`src/rtl/cpu16_pkg.sv`:
```
// Shared op-codes, width and flag record for the cpu16 ALU.
// ICNT is one-hot; any other nonzero code is illegal.
package cpu16_pkg;

   localparam int DATA_W = 16;

   localparam logic [3:0] OP_NOP = 4'b0000;
   localparam logic [3:0] OP_ADD = 4'b0001;
   localparam logic [3:0] OP_SUB = 4'b0010;
   localparam logic [3:0] OP_AND = 4'b0100;
   localparam logic [3:0] OP_OR  = 4'b1000;

   typedef struct packed {
      logic z;
      logic n;
      logic c;
      logic v;
   } flags_t;

endpackage

```
`src/rtl/cpu16_alu_core.sv`:
```
// Combinational ALU datapath: result, flags and op legality from A, B, ICNT.
// Illegal codes produce the cleared result (0 with only Z set).
module cpu16_alu_core
   import cpu16_pkg::*;
#(
   parameter int DATA_W = cpu16_pkg::DATA_W
) (
   input  logic [DATA_W-1:0] a,
   input  logic [DATA_W-1:0] b,
   input  logic [3:0]        icnt,
   output logic [DATA_W-1:0] result,
   output flags_t            flags,
   output logic              legal
);

   logic signed [DATA_W-1:0] a_s;
   logic signed [DATA_W-1:0] b_s;
   logic [DATA_W:0]          sum;
   logic [DATA_W:0]          diff;

   assign a_s  = $signed(a);
   assign b_s  = $signed(b);
   // The extra top bit carries out of ADD and becomes the borrow for SUB.
   assign sum  = {1'b0, a} + {1'b0, b};
   assign diff = {1'b0, a} - {1'b0, b};

   always_comb begin
      result  = '0;
      flags.c = 1'b0;
      flags.v = 1'b0;
      legal   = 1'b1;
      case (icnt)
         OP_ADD: begin
            result  = sum[DATA_W-1:0];
            flags.c = sum[DATA_W];
            flags.v = (a_s[DATA_W-1] == b_s[DATA_W-1]) && (sum[DATA_W-1] != a_s[DATA_W-1]);
         end
         OP_SUB: begin
            result  = diff[DATA_W-1:0];
            flags.c = diff[DATA_W];
            flags.v = (a_s[DATA_W-1] != b_s[DATA_W-1]) && (diff[DATA_W-1] != a_s[DATA_W-1]);
         end
         OP_AND: result = a & b;
         OP_OR:  result = a | b;
         default: legal = 1'b0;
      endcase
      flags.z = (result == '0);
      flags.n = result[DATA_W-1];
   end

endmodule

```
`src/rtl/cpu16_alu.sv`:
```
// Single-cycle registered ALU: wraps cpu16_alu_core with result/flag registers.
// NOP holds the last result and flags; illegal codes clear them and raise err.
module cpu16_alu
   import cpu16_pkg::*;
#(
   parameter int DATA_W = cpu16_pkg::DATA_W
) (
   input  logic              clk,
   input  logic              rst,
   input  logic [DATA_W-1:0] a,
   input  logic [DATA_W-1:0] b,
   input  logic [3:0]        icnt,
   output logic [DATA_W-1:0] out,
   output logic              out_valid,
   output logic              zf,
   output logic              nf,
   output logic              cf,
   output logic              vf,
   output logic              err
);

   logic [DATA_W-1:0] res_p0;
   flags_t            flags_p0;
   logic              legal_p0;

   logic [DATA_W-1:0] out_p1;
   flags_t            flags_p1;
   logic              vld_p1;
   logic              err_p1;

   cpu16_alu_core #(.DATA_W(DATA_W)) u_core (
      .a      (a),
      .b      (b),
      .icnt   (icnt),
      .result (res_p0),
      .flags  (flags_p0),
      .legal  (legal_p0)
   );

   // p0 -> p1: register result and flags; reset clears data as well as control
   always_ff @(posedge clk) begin
      if (rst) begin
         out_p1   <= '0;
         flags_p1 <= '{z: 1'b1, n: 1'b0, c: 1'b0, v: 1'b0};
         vld_p1   <= 1'b0;
         err_p1   <= 1'b0;
      end else if (icnt != OP_NOP) begin
         out_p1   <= res_p0;
         flags_p1 <= flags_p0;
         vld_p1   <= legal_p0;
         err_p1   <= ~legal_p0;
      end else begin
         vld_p1   <= 1'b0;
         err_p1   <= 1'b0;
      end
   end

   assign out       = out_p1;
   assign zf        = flags_p1.z;
   assign nf        = flags_p1.n;
   assign cf        = flags_p1.c;
   assign vf        = flags_p1.v;
   assign out_valid = vld_p1;
   assign err       = err_p1;

endmodule

```
`config.mk`:
```
export PLATFORM = sky130hd
export DESIGN_NAME = cpu16_alu
export DESIGN_NICKNAME = d
export VERILOG_FILES = /design/src/rtl/cpu16_pkg.sv /design/src/rtl/cpu16_alu_core.sv /design/src/rtl/cpu16_alu.sv
export SDC_FILE = /design/constraint.sdc
export NUM_CORES = 1
export LEC_CHECK = 0
export ABC_AREA = 1
export BUFFER_PORTS_ARGS = -buffer_cell sky130_fd_sc_hd__buf_2
export CORE_MARGIN = 2
export CORE_UTILIZATION = 45
export DETAILED_ROUTE_END_ITERATION = 8
export GPL_ROUTABILITY_DRIVEN = 1
export GPL_TIMING_DRIVEN = 0
export PLACE_DENSITY = 0.66
export SLEW_MARGIN = 10
export SYNTH_ARGS = -nofsm -noshare
export SYNTH_HDL_FRONTEND = slang
export SYNTH_SLANG_ARGS = --single-unit
export TNS_END_PERCENT = 10
```
`constraint.sdc`:
```
create_clock -name clk -period 3.65 [get_ports clk]
set_input_delay 0.73 -clock clk [delete_from_list [all_inputs] [get_ports clk]]
set_output_delay 0.73 -clock clk [all_outputs]
set_load 0.005 [all_outputs]
```
== Yosys cells after proc, flatten, opt, wreduce, memory -nomap -nowiden ==
Index checks and enable logic that the tools add are counted.

* Bits in registers: 22
* Output and inout port bits: 22
* Word-level logic and storage cells: 30
* Input port bits: 38

* Multiplexer cells: 3
* Equality and inequality tests: 8
* Reductions and logical operators: 6
* $add $sub $neg: 2
* Bitwise operators: 4

{| class="wikitable"
|+ Operators by type and width
! operator !! number
|-
| 16-bit case mux with 4 select lines || 1
|-
| 16-bit by 16-bit adder with 17-bit output || 1
|-
| 16-bit by 16-bit subtractor with 17-bit output || 1
|-
| 16-bit AND || 1
|-
| 16-bit zero test || 1
|-
| 16-bit bitwise OR || 1
|-
| 4-bit by 1-bit equality test with 1-bit output, second input constant || 1
|-
| 4-bit by 2-bit equality test with 1-bit output, second input constant || 1
|-
| 4-bit by 3-bit equality test with 1-bit output, second input constant || 1
|-
| 4-bit equality test, second input constant || 1
|-
| 2-bit case mux with 2 select lines || 1
|-
| 4-bit nonzero test || 1
|-
| 4-bit OR reduction || 1
|-
| 1-bit inequality test || 3
|-
| 1-bit logical AND || 2
|-
| 1-bit NOT || 2
|-
| 2-bit OR reduction || 1
|-
| 1-bit equality test || 1
|-
| 1-bit two-way mux || 1
|}

== Longest topological paths before layout ==
* Word-level depth: 4
* Mapped depth: 19
* Gate-level depth less buffers: 18

== Cells and area by module ==
Synthesis repeated with hierarchy kept, for this count alone.

* Cells, all modules: 690
* Area, all modules: 4169.0 µm²

{| class="wikitable"
|+ By module, submodules not included
! module !! area an instance (µm²) !! cells each !! seq. area each (µm²) !! times used
|-
| cpu16_alu_core || 3165.5 || 552 || 0.0 || 1
|-
| cpu16_alu || 1003.5 || 138 || 440.4 || 1
|}

== Worst setup path after synthesis ==
OpenSTA, ideal clock, no wires.

* Kind: in2reg
* Start: in a[0]
* End: reg flags_p1, in the netlist zf
* Data required time: 3592 ps
* Setup slack: 1290 ps
* Library setup time: 58 ps
* Buffers on the path: 0
* Arrival time: 2302 ps
* Stages on the path: 16
* Cell sequence: inv_1 -> ha_1 -> inv_1 -> fa_1 -> nand2_1 -> nand2_1 -> and2_1 -> nor2_1 -> nor2_1 -> nor2_1 -> nand3_1 -> nor2_1 -> nand3_1 -> nor2_1 -> nand3_1 -> nand2_1

* Cells in the longest elaborated chain, start to end: 3
* Elaborated cells on any way between the ends: 6
* Those cells by class: 2 x add/sub; 1 x mux; 2 x bitwise; 1 x reduce/logical

{| class="wikitable"
|+ Ends and longest elaborated chain
! what !! line !! RTL
|-
| from (decl) || cpu16_alu.sv:10 || <nowiki>input logic [DATA_W-1:0] a,</nowiki>
|-
| 16-bit by 16-bit subtractor with 17-bit output, or another cell as far along || cpu16_alu_core.sv:25 || <nowiki>assign diff = {1'b0, a} - {1'b0, b};</nowiki>
|-
| 16-bit case mux with 4 select lines * || cpu16_alu_core.sv:32 || <nowiki>case (icnt)</nowiki>
|-
| 16-bit zero test * || cpu16_alu_core.sv:47 || <nowiki>flags.z = (result == '0);</nowiki>
|-
| to (signal assigned) || cpu16_alu.sv:44 || <nowiki>flags_p1 <= '{z: 1'b1, n: 1'b0, c: 1'b0, v: 1'b0};</nowiki>
|-
| to (signal assigned) || cpu16_alu.sv:49 || <nowiki>flags_p1 <= flags_p0;</nowiki>
|-
| to (decl) || cpu16_alu.sv:27 || <nowiki>flags_t flags_p1;</nowiki>
|}

Every way passes the cells marked *; elsewhere a longest branch is shown, timed or not.
A chain may end at the register's enable or synchronous reset.

== Final worst setup path ==
* Start: in b[0]
* End: reg flags_p1, in the netlist zf

* Cells in the longest elaborated chain, start to end: 3
* Elaborated cells on any way between the ends: 6
* Those cells by class: 2 x add/sub; 1 x mux; 2 x bitwise; 1 x reduce/logical

{| class="wikitable"
|+ Ends and longest elaborated chain
! what !! line !! RTL
|-
| from (decl) || cpu16_alu.sv:11 || <nowiki>input logic [DATA_W-1:0] b,</nowiki>
|-
| 16-bit by 16-bit subtractor with 17-bit output, or another cell as far along || cpu16_alu_core.sv:25 ||
|-
| 16-bit case mux with 4 select lines * || cpu16_alu_core.sv:32 ||
|-
| 16-bit zero test * || cpu16_alu_core.sv:47 ||
|}

Marks and branches as above.

==> run summary <==
outcome -> finished, final reports clean
antenna viol nets, final -> 0
PortBufs -> 58
sw power -> 0.0003633 W
Vias per Instance -> 5.045
CP startpoint kind -> input port
CTS tree -> done
GR peak layer -> met2
Max Slew Vio Count -> 0
CTS Hold Bufs -> 0
Mean Syn Cell Area -> 5.612 sq um
Largest delay share family, worst path -> simple AND/OR/NAND/NOR gates
pwr dens -> 207.4 nW/um^2
Unique masters post-synth -> 31
CTS Sinks -> 21
Worst-path clk slew -> 70 ps
P_int -> 0.0004764 W
gr usage total -> 24.26%
worst skew pair latency -> 250 ps
Crit. End Element -> register
Hold Fails Final Rpt -> 0
crit-path max FO -> 4
RD Place Congestion -> 0.8946
antenna cells -> 0
dpl cell area -> 4004 sq um
critical path, cell by cell -> buf_2, ha_1, inv_1, fa_1, inv_1, nand3_1, nand2_1, nand3_1, nand3_1, nand2_1, nand3_1, nand2_1, nor2_1, nand2_1, nor2_1, nand3_1, nand2_1
initial antenna violation count -> 0
final WL -> 10.29 mm
met1 usage -> 33.40%
type of the worst min-delay path -> register to register
Synthesized Nets -> 732
multi-input combinational cell area -> 2559 sq um
cells after synthesis -> 639
Die Wd -> 93.27 um
core area -> 7727 sq um
DRT iter0 DRCs -> 296
critical path class -> input port to register
post-DP HPWL -> 8.809 mm
unrepaired setup endpoints after global routing -> no
Max IR drop VDD -> 85.54 uV
Final WS setup -> 996.7 ps
H-tree Lvls -> 1
post-place setup slack -> 746.1 ps
Clock Root Buffer -> clkbuf_8
Avg WL per Cell -> 12.81 um
drt pass-1 iters -> 6
clock share of power -> 17.3%
largest net degree at the start of global routing -> 12
setup_tns -> 0 ps
Clock Path Buffers -> 2
Final #Nets -> 795
Comb pwr share -> 53.3%
Leakage -> 2.466 nW
Setup Fix Bufs, Post-CTS -> 0
final core utilization -> 52.40%
Warnings, synthesis -> 0
vias in the first global route -> 3667
fillers -> 853
commonest non-fill, non-tap cell in the layout -> nand2_1
Worst Path Required -> 3850 ps
Site Rows -> 32
total grt overflow -> 0
DRC violations left -> 0
Max Cap Viol -> 0
sequential cell area -> 420.4 sq um
GR Util met3 -> 1.370%
die area -> 8698 sq um
period utilisation layout -> 72.69%
Seq cells post-synth -> 21
switching part of the total power -> 43.26%
Vias -> 4051
Seq/Total Area, Yosys -> 11.72%
share of cells above drive strength 1 -> 12.55%
Tmin final -> 2653 ps
final instance area -> 4049 sq um
Worst path max stage delay -> 420 ps
CTS buffer count -> 3
Critical Path AT -> 2860 ps
post-CTS resize count -> 0
die height -> 93.27 um
Flop pwr share -> 29.4%
first-pass GRT wire length -> 17.00 mm
Area Overhead vs Synth -> 12.91%
clock skew -> 0 ps
most frequent cells in the layout -> 180 x nand2_1, 129 x inv_1, 78 x nand3_1
Bufs and invs on worst path -> 3
slowest cell on the critical path -> fa_1
Post-Syn Area -> 3586 sq um
I/O pin cnt -> 60
initial core utilization -> 46.41%
Setup-failing EPs final -> 0
GRT met2 Usage -> 40.89%
Worst Tran Pin Value -> 570.0 ps
Slew HR -> 61.86%
Max Clk Rate -> 0.3769 GHz
routing by layer:
metal | share of wire, % | wire length, um
met1 | 47 | 4790
met2 | 45 | 4623
met3 | 5.9 | 610
met4 | 2.6 | 265
met5 | 0 | 0
cell type report:
class	count	share of cell area, %
sequential	21	10.38
inverter	133	12.33
tap	102	3.152
timing repair buffer	58	7.169
clock buffer	4	1.112
buffer	16	2.658
multi-input combinational	469	63.20
cell families after synthesis:
logic type                 Yosys count  synth area share (%)
DFF                                 21                 11.72
xor gates and xnor gates             3                0.7329
AOI/OAI and AO/OA                   61                 9.246
and+or+nand+nor                    350                 41.77
adders and majority gates           55                 19.61
buffers and inverters              149                 16.92
worst reg2reg max path, stage by stage, from the launching register on:
cell and delay, ps:
dfxtp_1 320, inv_1 50, nor2_1 40, o21ai_0 150
inv_1 60
sequential cells by signal, summed over array words and instances, names as in the netlist:
register,flops
vf,1
out,16
out_valid,1
cf,1
err,1
zf,1
per-stage QoR:
stage,power [W],hold slack [ps],cells
final,0.0008397,464.4,803
after global placement,0.0006857,449.0,799
after CTS,0.0008426,464.2,803
after detailed placement,0.0006946,453.2,799
after floorplan,0.0005652,460.9,639
after global routing,0.0009198,492.7,803
cells in the mapped netlist (all sizes together):
cell type  number  share of area (%)
nand2         183                 19
nand3b          5                1.0
clkbuf          2               0.21
nor2           67                7.2
nor3            4               0.87
o21ai          18                2.5
and2            2               0.35
fa              2                1.1
nand4          10                1.7
buf            14                2.8
o211ai          1               0.21
nand3          79                 11
o22ai           9                1.6
o21bai          2               0.42
inv           133                 14
xor2            1               0.24
a21o            1               0.21
a21oi          29                4.2
dfxtp          21                 12
xnor2           2               0.49
a31oi           1               0.17
ha             53                 18
power groups by stage:
stage | clock, W | sequential (W) | combinational, W
after detailed placement | 0 | 0.000252 | 0.000443
after floorplan | 0 | 0.000253 | 0.000312
after CTS | 0.000151 | 0.000247 | 0.000445
final | 0.000146 | 0.000247 | 0.000447
after global routing | 0.000160 | 0.000248 | 0.000512
after global placement | 0 | 0.000251 | 0.000434
worst paths after layout:
check        startpoint  endpoint  slack [ps]  cells past startpoint
max reg2reg     out[15]   out[15]        2930                      4
min reg2reg      out[4]    out[4]         460                      2
max                b[0]        zf        1000                     17
min              out[4]    out[4]         460                      2
(Power assumes the default switching activity.)
